--- src/rtl/memory_access_sequencer.sv ---
// Load/store sequencer driving memory controller control inputs.
// Issues LOAD / STORE_PRELOAD+STORE sequences, captures data, tracks faults.
module memory_access_sequencer #(
    parameter int COUNTER_WIDTH = 16
) (
    input  logic                     clock,
    input  logic                     reset,
    input  logic                     start,
    input  logic [1:0]               accessKind,
    input  logic [2:0]               funct3In,
    input  logic [31:0]              rs1In,
    input  logic [31:0]              immediateIIn,
    input  logic [31:0]              immediateSIn,
    input  logic [31:0]              rs2In,
    output logic                     ready,
    output logic                     done,
    output logic [31:0]              loadData,
    output logic                     fault,
    output logic                     illegalRequest,
    output logic [1:0]               memoryMode,
    output logic [2:0]               funct3,
    output logic [31:0]              rs1,
    output logic [31:0]              immediateI,
    output logic [31:0]              immediateS,
    output logic [31:0]              rs2,
    input  logic                     memoryUnalignedAccess,
    input  logic [31:0]              memoryOutput,
    output logic [COUNTER_WIDTH-1:0] loadCount,
    output logic [COUNTER_WIDTH-1:0] storeCount
);

    localparam logic [1:0] MODE_NOP     = 2'd0;
    localparam logic [1:0] MODE_LOAD    = 2'd1;
    localparam logic [1:0] MODE_PRELOAD = 2'd2;
    localparam logic [1:0] MODE_STORE   = 2'd3;

    typedef enum logic [2:0] {
        S_IDLE,
        S_LOAD,
        S_LCAP,
        S_PRE,
        S_STORE,
        S_DONE,
        S_HALT
    } state_t;

    state_t                   state_q, state_d;
    logic                     ready_q, done_q;
    logic                     fault_q, illegal_q;
    logic [1:0]               mode_q;
    logic [31:0]              load_data_q;
    logic [2:0]               funct3_q;
    logic [31:0]              rs1_q, imm_i_q, imm_s_q, rs2_q;
    logic [COUNTER_WIDTH-1:0] load_cnt_q, store_cnt_q;

    logic accept;
    logic kind_none, kind_load, kind_store;
    logic ld_ok, st_ok;
    logic probe;

    assign accept     = ready_q && start;
    assign kind_none  = (accessKind == 2'b00);
    assign kind_load  = (accessKind == 2'b01);
    assign kind_store = (accessKind == 2'b10);
    assign probe      = (state_q == S_LOAD) || (state_q == S_PRE);

    always_comb begin
        ld_ok = 1'b0;
        st_ok = 1'b0;
        case (funct3In)
            3'b000, 3'b001, 3'b010: begin
                ld_ok = 1'b1;
                st_ok = 1'b1;
            end
            3'b100, 3'b101: ld_ok = 1'b1;
            default: ;
        endcase
    end

    always_comb begin
        state_d = state_q;
        unique case (state_q)
            S_IDLE: begin
                if (accept) begin
                    unique case (1'b1)
                        kind_none:           state_d = S_DONE;
                        kind_load && ld_ok:  state_d = S_LOAD;
                        kind_store && st_ok: state_d = S_PRE;
                        default:             state_d = S_HALT;
                    endcase
                end
            end
            S_LOAD:  state_d = memoryUnalignedAccess ? S_HALT : S_LCAP;
            S_LCAP:  state_d = S_DONE;
            S_PRE:   state_d = memoryUnalignedAccess ? S_HALT : S_STORE;
            S_STORE: state_d = S_DONE;
            S_DONE:  state_d = S_IDLE;
            S_HALT:  state_d = S_HALT;
            default: state_d = S_IDLE;
        endcase
    end

    function automatic logic [1:0] mode_of(state_t s);
        unique case (s)
            S_LOAD:  return MODE_LOAD;
            S_PRE:   return MODE_PRELOAD;
            S_STORE: return MODE_STORE;
            default: return MODE_NOP;
        endcase
    endfunction

    always_ff @(posedge clock) begin
        if (reset) begin
            state_q     <= S_IDLE;
            ready_q     <= 1'b1;
            done_q      <= 1'b0;
            fault_q     <= 1'b0;
            illegal_q   <= 1'b0;
            mode_q      <= MODE_NOP;
            load_data_q <= '0;
            funct3_q    <= '0;
            rs1_q       <= '0;
            imm_i_q     <= '0;
            imm_s_q     <= '0;
            rs2_q       <= '0;
            load_cnt_q  <= '0;
            store_cnt_q <= '0;
        end else begin
            state_q <= state_d;
            ready_q <= (state_d == S_IDLE);
            done_q  <= (state_d == S_DONE);
            mode_q  <= mode_of(state_d);
            if (accept) begin
                funct3_q <= funct3In;
                rs1_q    <= rs1In;
                imm_i_q  <= immediateIIn;
                imm_s_q  <= immediateSIn;
                rs2_q    <= rs2In;
            end
            if (probe && memoryUnalignedAccess) begin
                fault_q <= 1'b1;
            end
            if (accept && state_d == S_HALT) begin
                illegal_q <= 1'b1;
            end
            if (state_q == S_LCAP) begin
                load_data_q <= memoryOutput;
                load_cnt_q  <= load_cnt_q + COUNTER_WIDTH'(1);
            end
            if (state_q == S_STORE) begin
                store_cnt_q <= store_cnt_q + COUNTER_WIDTH'(1);
            end
        end
    end

    // Reset gating keeps a write from escaping in the reset cycle
    assign memoryMode     = reset ? MODE_NOP : mode_q;
    assign ready          = ready_q;
    assign done           = done_q;
    assign fault          = fault_q;
    assign illegalRequest = illegal_q;
    assign loadData       = load_data_q;
    assign funct3         = funct3_q;
    assign rs1            = rs1_q;
    assign immediateI     = imm_i_q;
    assign immediateS     = imm_s_q;
    assign rs2            = rs2_q;
    assign loadCount      = load_cnt_q;
    assign storeCount     = store_cnt_q;

endmodule

--- config.mk ---
export PLATFORM = sky130hd
export DESIGN_NAME = memory_access_sequencer
export DESIGN_NICKNAME = d
export VERILOG_FILES = /design/src/rtl/memory_access_sequencer.sv
export SDC_FILE = /design/constraint.sdc
export NUM_CORES = 1
export LEC_CHECK = 0
export ABC_AREA = 1
export BUFFER_PORTS_ARGS = -buffer_cell sky130_fd_sc_hd__buf_2
export CAP_MARGIN = 0
export CORE_ASPECT_RATIO = 1.1
export CORE_MARGIN = 4
export CORE_UTILIZATION = 40
export DETAILED_ROUTE_END_ITERATION = 12
export PLACE_DENSITY = 0.71
export SLEW_MARGIN = 30
export SYNTH_ARGS = -nofsm -noshare
export SYNTH_HDL_FRONTEND = slang
export SYNTH_SLANG_ARGS = --single-unit
export TNS_END_PERCENT = 1
--- constraint.sdc ---
create_clock -name clock -period 4.11 [get_ports clock]
set_input_delay 0.2055 -clock clock [delete_from_list [all_inputs] [get_ports clock]]
set_output_delay 0.2055 -clock clock [all_outputs]
set_load 0.01 [all_outputs]
After elaboration in Yosys (flattened, before gate mapping)
Cells that the tools add are included.
Storage, ports and cells
  register bits: 204
  output and inout port bits: 201
  word-level logic and storage cells: 54
  input bits: 169
Operators by class
  reductions and logical operators: 13
  equal/unequal tests: 16
  add/subtract/negate cells: 2
  multiplexer cells: 9
Operator list (count)
  adder 16 x 1 -> 16 bit, second input constant: 2
  == test 3 bit, second input constant: 7
  one-hot mux 3 bit (5 select lines): 1
  == test 3 x 2 -> 1 bit, second input constant: 4
  == test 3 x 1 -> 1 bit, second input constant: 3
  logical NOT 3 bit: 3
  one-hot mux 3 bit (3 select lines): 1
  2-to-1 mux 3 bit: 2
  one-hot mux 2 bit (3 select lines): 1
  logical AND 1 bit: 5
  OR reduction 5 bit: 1
  2-to-1 mux 2 bit: 2
  OR reduction 3 bit: 1
  == test 2 x 1 -> 1 bit, second input constant: 1
  == test 2 bit, second input constant: 1
  logical NOT 2 bit: 1
  2-to-1 mux 1 bit: 2
  OR reduction 2 bit: 1
  logical OR 1 bit: 1

Longest topological paths before layout
  depth in word-level cells: 9
  gate-level depth with buffers: 12
  gate-level depth less buffers: 11

Worst setup path before layout
No wires, ideal clock.
  path type: register to register
  start point: register store_cnt_q[0] (netlist: storeCount[0])
  end point: register store_cnt_q[10] (netlist: storeCount[10])
  data required time: 3.994 ns
  cell stages (with the launch flop): 10
  arrival time: 1.336 ns
  setup time: 0.116 ns
  period minus slack after synthesis: 1.452 ns
  setup slack: 2.658 ns
  path buffers: 0
  cells stage by stage: dfxtp_1 -> ha_1 -> inv_1 -> nor2_4 -> nand2_1 -> nor2_2 -> nand2_1 -> nor2_2 -> nand2_1 -> and3_1
On the way
  word-level cells in the longest chain between the ends: 1
Ends and longest elaborated chain
  start, declared: line 54  | logic [COUNTER_WIDTH-1:0] load_cnt_q, store_cnt_q;
  start signal, assigned: line 151  | store_cnt_q <= store_cnt_q + COUNTER_WIDTH'(1);
  adder 16 x 1 -> 16 bit: line 151
No other way between the ends.
A chain may end at the register's enable or synchronous reset.

Worst setup path in the final report
  start point: register ready_q (netlist: ready)
  end point: register imm_i_q[27] (netlist: immediateI[27])
On the way
  word-level cells in the longest chain between the ends: 1
Ends and longest elaborated chain
  start, declared: line 48  | logic ready_q, done_q;
  start signal, assigned: line 130  | ready_q <= (state_d == S_IDLE);
  logical AND 1 bit: line 61  | assign accept = ready_q && start;
  end signal, assigned: line 136  | imm_i_q <= immediateIIn;
  end, declared: line 53  | logic [31:0] rs1_q, imm_i_q, imm_s_q, rs2_q;
No other way between the ends.

==> results.py <==
metrics = {
    "synth": {
        "synth_nets": 1173,
        "synth_area_um2": 7550,
        "synth_edf_count": 0,
        "synth_cell_types": 31,
        "ys_seq_area_share_pct": 54.1,
        "ys_warn_count": 0,
        "async_reset_ff_share_pct": 0,
        "ys_ff_latch": 204,
        "netlist_instances": 1002,
        "yosys_most_used_dff": "dfxtp_1",
        "syn_avg_cell_area_um2": 7.54,
    },
    "critical_path": {
        "crit_start": "ready",
        "cp_num_buf_inv": 2,
        "r2r-end": "immediateI[27]",
        "crit_slowest_cell": "inv_4",
        "r2r_start": "ready",
        "critical_path.top_delay_family": "buffers and inverters",
        "worstSetupPathType": "reg2reg",
        "cp.required_ns": 4.52,
        "crit_path_end_kind": "flip-flop",
        "crit_cells": 5,
        "start_kind": "flip-flop",
        "cp.arrival_ns": 2.59,
        "cp-endpoint": "immediateI[27]",
        "rr_worst_depth": 5,
        "cpMostUsedCell": "nor2_1",
        "max_stage_delay_ns": 0.54,
        "path_cells": "nand2_4, inv_4, buf_4, nor2_1, nor2_1",
        "regToRegSetupSlack_ns": 1.93,
        "crit_path_max_fanout": 76,
    },
    "status": {
        "status": "complete, no violations",
    },
    "timing": {
        "maxSlewHeadroom_pct": 51.1,
        "slew_viol_final": 0,
        "clock.fmax_ghz": 0.458,
        "tightestPinTransition_ns": 0.733,
        "hold_violations": 0,
        "fin_ws_ns": 1.93,
        "setup_tns_ns": 0,
        "final.setup_skew_ns": 0.0116,
        "min_period_ns": 2.18,
        "min_period_over_period_pct": 53.1,
        "finalSetupViolations": 0,
        "rsz0062_at_grt": "false",
    },
    "drt": {
        "wl_per_cell_um": 15.6,
        "drc": 0,
        "routed_via_density": 4.85,
        "ant_nets": 0,
        "wirelength_um": 27500,
        "vias": 8555,
        "dr.pass1.iters": 4,
        "initialDrtViolationCount": 510,
    },
    "clock_network": {
        "h-tree-depth": 1,
        "clock_path_buffers": 3,
        "clk_pin_slew_ns": 0.06,
        "cts_buffers": 22,
        "clock-sinks": 204,
        "postCtsSetupRepairBufs": 0,
        "cts_root_buffer": "clkbuf_16",
        "hold_buffers": 158,
        "ctsResizeCount": 0,
        "clkLatencyLatePin_ns": 0.49,
        "tritoncts": "built",
    },
    "placement": {
        "port_buffers": 369,
        "detailed_place_hpwl_um": 17300,
        "routabilityCongestion": 0.863,
        "dp_slack_ns": 1.97,
    },
    "die": {
        "initial_core_util_pct": 40.9,
        "dieArea_um2": 21100,
        "fp-row-count": 52,
        "ioPinCount": 370,
        "core_um2": 18500,
        "die_x_um": 139,
        "chipHeight_um": 152,
    },
    "final_layout": {
        "utilization_pct": 64.3,
        "drive_gt1_share_pct": 28.5,
        "num-nets-final": 1672,
        "syn2layout_area_growth_pct": 57.4,
    },
    "global_route": {
        "grt_pass1_wl_um": 43200,
        "grt_pass1_vias": 8342,
        "overflow": 0,
        "grt_start_max_net_pins": 110,
        "antenna_found_initial": 4,
        "grt_usage_pct": 24.4,
    },
    "flow_run": {
        "cap_violations": 0,
    },
    "pwr": {
        "leakagePower_uw": 0.00575,
        "ir_drop_mv": 0.347,
        "powerDensity_nw_per_um2": 574,
    },
    "min_path": {
        "hold_class": "in2reg",
    },
}
-- power by group --
group / leakage, µW / switching [µW] / internal [µW]
Clock: 0.000364 / 805 / 1250
Combinational: 0.00371 / 1290 / 793
Sequential: 0.00168 / 254 / 2430
Total: 0.00575 / 2350 / 4480
-- worst min-delay path by stage --
stage | start | to | slack [ns] | cells after the start
floorplan | memoryOutput[0] | loadData[0] | 0.34 | 2
global placement | memoryOutput[28] | loadData[28] | 0.43 | 3
detailed placement | memoryOutput[3] | loadData[3] | 0.43 | 3
CTS | immediateIIn[10] | immediateI[10] | 0.0008 | 3
global route | rs1In[26] | rs1[26] | 0.03 | 3
finish | immediateIIn[10] | immediateI[10] | 0.02 | 3
-- flip-flops by register name, indices dropped and copies added (netlist names) --
register        count
immediateI         32
ready               1
done                1
state_q             3
rs1                32
loadCount          16
immediateS         32
illegalRequest      1
rs2                32
funct3              3
fault               1
storeCount         16
mode_q              2
loadData           32
-- kinds of logic (layout without fill, tap and decap cells) --
logic type | Yosys count | in the layout | share of synthesized area (%)
simple gates | 477 | 477 | 25.5
compound gates | 207 | 207 | 13.9
xor+xnor | 6 | 6 | 0.696
fa+ha+maj | 2 | 2 | 0.331
other cells | 0 | 4 | 0
buf+inv | 106 | 620 | 5.50
flops | 204 | 204 | 54.1
-- layout by cell type, fill, tap and decap left out, drive strengths merged, types with 19 or more instances in the layout --
cell         count
dfxtp          204
nand3           19
nand2           64
dlygate4sd3    158
clkbuf          28
inv             49
buf            374
a21oi           25
o21ai          178
nor2           377
-- worst min-delay path, delay by kind of cell --
family	cells	cell delay, ns
AO/OA/AOI/OAI	1	0.10
buffers and inverters	1	0.09
AND/OR/NAND/NOR	1	0.09
-- through the flow --
step | area (µm²) | total power [µW] | std cells | hold WS [ns]
final | 11900 | 6830 | 1763 | 0.0193
after detailed placement | 9540 | 4640 | 1562 | 0.432
after global routing | 11900 | 7240 | 1762 | 0.0326
after floorplan | 7550 | 3840 | 1002 | 0.340
after global placement | 9540 | 4600 | 1562 | 0.426
after CTS | 11900 | 6840 | 1759 | 0.000759
-- cell usage after synthesis (2+ instances only) --
cell | instances | share of area, %
nor2_1 | 368 | 18
dfxtp_1 | 204 | 54
o21ai_0 | 178 | 12
nand2_1 | 61 | 3.0
clkbuf_1 | 51 | 2.5
inv_1 | 46 | 2.3
a21oi_1 | 25 | 1.7
nand3_1 | 19 | 1.3
nor3_1 | 7 | 0.46
nor2_2 | 5 | 0.41
buf_2 | 4 | 0.27
nor2_4 | 4 | 0.60
xor2_1 | 4 | 0.46
nand4_1 | 3 | 0.25
o21a_1 | 3 | 0.30
ha_1 | 2 | 0.33
nand2_4 | 2 | 0.30
nor3_2 | 2 | 0.27
xnor2_1 | 2 | 0.23
-- per-layer routing --
metal | global-route usage [%] | part of all wire, % | up-vias
li1 | - | - | 4186
met4 | 11.7 | 4.5 | 2
met3 | 6.48 | 8.0 | 101
met2 | 41.0 | 48 | 392
met5 | 0 | 0.058 | -
met1 | 29.1 | 39 | 3874
-- cell type report --
class	count	area, µm²
diodes	4	10.0
clock buffers	28	614
clock inverters	11	141
fillers	1490	6590
inverters	49	194
multi-input cells	692	3060
flip-flops and latches	204	4080
well taps	243	304
repair buffers	532	3480
Note: power is estimated with default switching activity, not from simulation.
